$ cat src/rtl/instr_reorder_buf.sv
// Issue-side reorder buffer: holds decoded entries in age order and lets a hazard-free
// younger ALU-type op overtake a load/store stalled on a busy LSU, bounded by a starvation limit.
package ariane_pkg;
    typedef enum logic [3:0] {
        NONE, LOAD, STORE, ALU, CTRL_FLOW, MULT, CSR, FPU
    } fu_t;

    typedef struct packed {
        logic       valid;
        logic [7:0] cause;
    } exception_t;

    typedef struct packed {
        logic [31:0] pc;
        fu_t         fu;
        logic [7:0]  op;
        logic [4:0]  rs1;
        logic [4:0]  rs2;
        logic [4:0]  rd;
        exception_t  ex;
    } scoreboard_entry_t;
endpackage

module instr_reorder_buf import ariane_pkg::*; #(
    parameter int DEPTH      = 4,
    parameter bit BYPASS_EN  = 1'b1,
    parameter int MAX_BYPASS = 3
) (
    input  logic                         clk_i,
    input  logic                         rst_ni,
    input  logic                         flush_i,
    input  logic                         debug_req_i,
    input  scoreboard_entry_t            issue_entry_i,
    input  logic                         issue_entry_valid_i,
    input  logic                         is_ctrl_flow_i,
    output logic                         issue_instr_ack_o,
    output scoreboard_entry_t            issue_entry_o,
    output logic                         issue_entry_valid_o,
    output logic                         is_ctrl_flow_o,
    input  logic                         issue_instr_ack_i,
    input  logic                         lsu_ready_i,
    output logic [$clog2(DEPTH+1)-1:0]   occupancy_o
);
    localparam int CW = $clog2(DEPTH + 1);
    localparam int IW = (DEPTH > 1) ? $clog2(DEPTH) : 1;

    scoreboard_entry_t ent_q [DEPTH];
    scoreboard_entry_t ent_n [DEPTH];
    logic [DEPTH-1:0]  ctrl_q, ctrl_n;
    logic [CW-1:0]     cnt_q, cnt_n, cnt_tmp;
    logic [CW-1:0]     byp_q, byp_n;
    logic [IW-1:0]     sel;
    logic              empty, full, can_byp, pop, pop_st, push, store;

    function automatic logic is_mem(input scoreboard_entry_t e);
        return (e.fu == LOAD) || (e.fu == STORE);
    endfunction

    // Entries that nothing younger may pass: control flow, faulting, CSR.
    function automatic logic is_barrier(input scoreboard_entry_t e, input logic c);
        return c || e.ex.valid || (e.fu == CSR);
    endfunction

    // Register indices only; int/fp files are not distinguished, so this errs safe.
    function automatic logic hazard(input scoreboard_entry_t o, input scoreboard_entry_t y);
        return (y.rs1 == o.rd) || (y.rs2 == o.rd) ||
               (y.rd == o.rs1) || (y.rd == o.rs2) || (y.rd == o.rd);
    endfunction

    assign empty             = (cnt_q == '0);
    assign full              = (cnt_q == CW'(DEPTH));
    assign issue_instr_ack_o = !full && !flush_i;
    assign occupancy_o       = cnt_q;

    assign can_byp = BYPASS_EN && !debug_req_i && !empty && is_mem(ent_q[0]) &&
                     !lsu_ready_i && (byp_q < CW'(MAX_BYPASS));

    always_comb begin
        logic ok;
        logic found;
        sel   = '0;
        found = 1'b0;
        ok    = 1'b0;
        for (int k = 1; k < DEPTH; k++) begin
            ok = (k < int'(cnt_q)) && !is_mem(ent_q[k]) &&
                 !is_barrier(ent_q[k], ctrl_q[k]);
            for (int j = 0; j < k; j++) begin
                if (is_barrier(ent_q[j], ctrl_q[j]) || hazard(ent_q[j], ent_q[k]))
                    ok = 1'b0;
            end
            if (can_byp && ok && !found) begin
                sel   = IW'(k);
                found = 1'b1;
            end
        end
    end

    // An empty buffer forwards the input so a ready issue stage sees zero latency.
    always_comb begin
        issue_entry_o       = '0;
        is_ctrl_flow_o      = 1'b0;
        issue_entry_valid_o = 1'b0;
        if (empty) begin
            if (issue_entry_valid_i) begin
                issue_entry_o       = issue_entry_i;
                is_ctrl_flow_o      = is_ctrl_flow_i;
                issue_entry_valid_o = 1'b1;
            end
        end else begin
            issue_entry_o       = ent_q[sel];
            is_ctrl_flow_o      = ctrl_q[sel];
            issue_entry_valid_o = 1'b1;
        end
    end

    assign pop    = issue_entry_valid_o && issue_instr_ack_i && !flush_i;
    assign pop_st = pop && !empty;
    assign push   = issue_entry_valid_i && issue_instr_ack_o;
    assign store  = push && !(empty && pop);

    always_comb begin
        for (int i = 0; i < DEPTH; i++) ent_n[i] = ent_q[i];
        ctrl_n  = ctrl_q;
        cnt_tmp = cnt_q - CW'(pop_st);
        for (int i = 0; i < DEPTH - 1; i++) begin
            if (pop_st && (i >= int'(sel))) begin
                ent_n[i]  = ent_q[i+1];
                ctrl_n[i] = ctrl_q[i+1];
            end
        end
        for (int i = 0; i < DEPTH; i++) begin
            if (store && (i == int'(cnt_tmp))) begin
                ent_n[i]  = issue_entry_i;
                ctrl_n[i] = is_ctrl_flow_i;
            end
        end
        cnt_n = cnt_tmp + CW'(store);
        byp_n = byp_q;
        if (pop) byp_n = (sel == '0) ? '0 : byp_q + CW'(1);
        if (flush_i) begin
            cnt_n = '0;
            byp_n = '0;
        end
    end

    always_ff @(posedge clk_i or negedge rst_ni) begin
        if (!rst_ni) begin
            for (int i = 0; i < DEPTH; i++) ent_q[i] <= '0;
            ctrl_q <= '0;
            cnt_q  <= '0;
            byp_q  <= '0;
        end else begin
            for (int i = 0; i < DEPTH; i++) ent_q[i] <= ent_n[i];
            ctrl_q <= ctrl_n;
            cnt_q  <= cnt_n;
            byp_q  <= byp_n;
        end
    end
endmodule

$ cat config.mk
export PLATFORM = sky130hd
export DESIGN_NAME = instr_reorder_buf
export DESIGN_NICKNAME = d
export VERILOG_FILES = /design/src/rtl/instr_reorder_buf.sv
export SDC_FILE = /design/constraint.sdc
export NUM_CORES = 1
export LEC_CHECK = 0
export ABC_AREA = 1
export BUFFER_PORTS_ARGS = -buffer_cell sky130_fd_sc_hd__buf_2
export CORE_MARGIN = 2
export CORE_UTILIZATION = 31
export DETAILED_ROUTE_END_ITERATION = 8
export GPL_ROUTABILITY_DRIVEN = 1
export PLACE_DENSITY = 0.47
export RECOVER_POWER = 100
export SYNTH_ARGS = -nofsm -noshare
export SYNTH_HDL_FRONTEND = slang
export SYNTH_SLANG_ARGS = --single-unit
$ cat constraint.sdc
create_clock -name clk_i -period 4.2 [get_ports clk_i]
set_clock_uncertainty 0.2 [all_clocks]
set_input_delay 0.84 -clock clk_i [delete_from_list [all_inputs] [get_ports clk_i]]
set_output_delay 0.84 -clock clk_i [all_outputs]
set_load 0.01 [all_outputs]
Yosys cells after proc, flatten, opt, wreduce, memory -nomap -nowiden
Index checks and enable logic that the tools add are counted. W data, S select, Z words.

Word-level logic and storage cells: 227. Flip-flop bits (word level): 282.

Bitwise gates (word level): 1. Magnitude comparators: 9. Muxes and demuxes: 38. Reduce and logical (&&, ||, !) cells: 92. Add/sub/neg operators: 3. Eq/ne operators: 46.

Operators with widths (number): $mux W68 (10); $eq A5 B5 Y1 (30); $bmux W68 S2 (1); $logic_or A1 B1 Y1 (42); $logic_and A1 B1 Y1 (29); $mux W1 (20); $eq A4 B1 Y1 const B (4); $eq A4 B2 Y1 const B (4); $eq A4 B3 Y1 const B (4); $logic_not A1 Y1 (14); $mux W3 (4); $reduce_bool A2 Y1 (4); $eq A3 B3 Y1 const A (2); $logic_not A3 Y1 (2); $lt A2 B3 Y1 const A (2); $ge A1 B2 Y1 const A (2); $mux W2 (2); $add A3 B1 Y3 (1); $add A3 B1 Y3 const B (1); $eq A2 B3 Y1 const A (1); $eq A3 B3 Y1 const B (1); $ge A3 B3 Y1 const B (1); $lt A1 B3 Y1 const A (1); $lt A2 B3 Y1 const B (1); other kinds (6) (6).

Longest topological paths before layout
Depth after elaboration: 20. Mapped depth: 20.

Worst setup path before layout
No wires, ideal clock.

Path type: input port to output port. Start point: input lsu_ready_i. End point: output issue_entry_o[56] (netlist name). Arrival time: 2.452 ns. Stages on the path: 14. Data required time: 3.160 ns. Path buffers: 3. Slack: 0.708 ns. Cell sequence: nor3_1 nand2_1 nor2_2 nand3_1 nor2_1 nand3_2 nand3_2 nor2b_1 buf_4 buf_2 buf_4 nand3_1 nand2_1 nand2_1.

RTL lines: start, declared (RTL line 41) `input logic lsu_ready_i,`; end, declared (RTL line 37) `output scoreboard_entry_t issue_entry_o,`.

==> flow_metrics.env <==
export IMPL_grt_pass1_vias=18100
export IMPL_start_kind="register"
export IMPL_min_period_ps=4170
export IMPL_path_clk_slew_ps=50
export IMPL_cp_arrival_ps=3130
export IMPL_post_route_util_pct=38.8
export IMPL_hold_viol=0
export IMPL_layout_common_cells="nand2_1 (887), o21ai_0 (289), dfrtp_1 (258)"
export IMPL_finalNonFillerCells=3712
export IMPL_fin_crit_sh_pct=99.3
export IMPL_hold_class="reg2reg"
export IMPL_port_buffers=149
export IMPL_max_freq_mhz=240
export IMPL_relSlewSlack_pct=-59.0
export IMPL_setup_ws_ps=30.9
export IMPL_vdd_ir_drop_worst_mv=0.286
export IMPL_drv_slew=84
export IMPL_syn_num_nets=2885
export IMPL_vias=18900
export IMPL_cts_inserted_buffers=37
export IMPL_firstDrtPassIters=6
export IMPL_crit_type="reg2out"
export IMPL_cts_tree="done"
export IMPL_crit_path_end_kind="primary output"
export IMPL_tightest_slew_ps=2380
export IMPL_clk_latency_ps=570
export IMPL_status="complete, but fails checks"
export IMPL_rsz0062_at_grt="yes"
export IMPL_powerDensity_nw_per_um2=632
export IMPL_final_common_cell="nand2_1"
export IMPL_clk_path_buf_depth=3
export IMPL_detail_route_wl_per_cell_um=19.1
export IMPL_whs_ps=305
export IMPL_cp_max_fo=9
export IMPL_avgViaCountPerCell=5.10
export IMPL_syn_inst=2804
export IMPL_fp_dieW_um=248
export IMPL_io_pins=150
export IMPL_start_util_pct=31.2
export IMPL_ant_nets=0
export IMPL_synth_cell_types=31
export IMPL_synth_edff_count=0
export IMPL_synth_async_reset_ratio_pct=100
export IMPL_tns_ps=0
export IMPL_antenna_found_initial=1
export IMPL_required_ps=3160
export IMPL_fp_row_count=89
export IMPL_drcViolationCount=0
export IMPL_postPlaceCellArea_um2=20000
export IMPL_grt_pass1_wl_mm=107
export IMPL_leakagePower_nw=11.9
export IMPL_yosysWarnings=0
export IMPL_ys_seq_elements=282
export IMPL_clock_sinks=282
export IMPL_dpl_hpwl_mm=43.3
export IMPL_pre_cts_ws_ps=-178
export IMPL_place_congestion=0.891
export IMPL_wirelength_mm=70.9
export IMPL_setup_viol=0
export IMPL_core_area_um2=58900
export IMPL_place_inst=3578
export IMPL_maxCapViolations=1
export IMPL_dieHeight_um=248
export IMPL_grt_max_degree=112
export IMPL_layout_drive_gt1_share_pct=18.7
export IMPL_avgSynthCellArea_um2=6.56
export IMPL_violations="max-capacitance violations, max-slew violations"
export IMPL_holdPathStages=2
export IMPL_final_cell_area_um2=22900
export IMPL_nets=2996
export IMPL_r2r_worst_path_cells=14
export IMPL_die_area_um2=61300
export IMPL_cts_htree_levels=2
export IMPL_p_total_mw=14.4
export IMPL_clockRootBuffer="clkbuf_16"
export IMPL_ys_seq_area_share_pct=38.3
export IMPL_areaGrowthSynthToFinish_pct=24.2
export IMPL_first_iter_violations=1403
export IMPL_gr_total_overflow=0
export IMPL_grtUsageTotal_pct=22.4
export IMPL_syn_cell_area_um2=18400
export IMPL_ys_flop_type="dfrtp_1"
export IMPL_antenna_diode_count=0
## state kept, by name, summed over array words and instances, names as in the netlist
register and flops:
ent_q 272, ctrl_q 4, occupancy_o 3, byp_q 3
## final timing paths
check / from / slack (ps) / endpoint
max in group asynchronous: rst_ni / 890 / ent_q[25]
worst max-delay path: ent_q[11] / 30 / issue_entry_o[41]
worst min register to register: ent_q[243] / 310 / ent_q[243]
min in group asynchronous: rst_ni / 770 / ent_q[1]
worst min-delay path: ent_q[243] / 310 / ent_q[243]
worst max register to register: occupancy_o[2] / 200 / ent_q[226]
## timing repair
| item | in CTS | in global routing |
|---|---|---|
| hold endpoints to repair | 0 | 0 |
| endpoints found under the setup margin | 67 | 67 |
| setup buffers | 23 | 31 |
| hold buffers | 0 | 0 |
| resized for setup | 64 | 229 |
| pin swaps | 9 | 84 |
| cloned | 4 | 14 |
## worst max-delay path, stage by stage (launching register included)
cell	delay [ps]
dfrtp_2	520
buf_4	220
nand2_1	60
nand2_1	60
nor2_1	40
nand3_1	70
nand2_1	90
nor2_4	120
nand2_2	70
nor2_4	140
nand3_4	170
buf_4	190
clkbuf_16	150
buf_4	130
o21ai_0	160
nor2_1	90
nand2_1	80
nand2_1	60
buf_2	140
## final cells by class
cell class / instances / area (µm²)
Clock buffer: 58 / 1150
Multi-Input combinational cell: 2149 / 10500
Inverter: 150 / 563
Tap cell: 773 / 967
Fill cell: 6238 / 36000
Timing Repair Buffer: 295 / 2530
Clock inverter: 5 / 51.3
Sequential cell: 282 / 7090
## Yosys cell counts, drive strengths merged, types with 2 or more instances
cell    count  area (µm²)
a21oi     119         599
a22o        2        17.5
buf        92         537
clkbuf    131         494
dfrtp     282        7060
ha          5        62.6
inv       150         563
nand2     978        3690
nand3     274        1380
nand3b      3        22.5
nand4       9        71.3
nor2      257         972
nor3       69         345
o21ai     316        1580
or2         6        37.5
xnor2      46         403
xor2       63         552
## kinds of logic after synthesis
group,Yosys count,share of synthesized area (%)
and+or+nand+nor,1597,35.5
DFF,282,38.3
adders and majority gates,5,0.340
xor gates and xnor gates,109,5.19
AOI/OAI and AO/OA,438,12.0
buffers and inverters,373,8.66
## per-layer routing
metal | track usage [%] | part of all wire, % | vias to the layer above | wire [µm]
met5 | 0 | 0 | - | 0
met3 | 2.50 | 5.2 | 105 | 3680
li1 | - | - | 9161 | -
met4 | 6.32 | 2.5 | 0 | 1780
met1 | 31.0 | 46 | 9068 | 32700
met2 | 36.9 | 46 | 584 | 32700
## report_power, final
group	switching (mW)	internal [mW]
logic	3.62	2.58
clock network	1.32	1.87
registers	1.21	3.83
(Power assumes the default switching activity.)
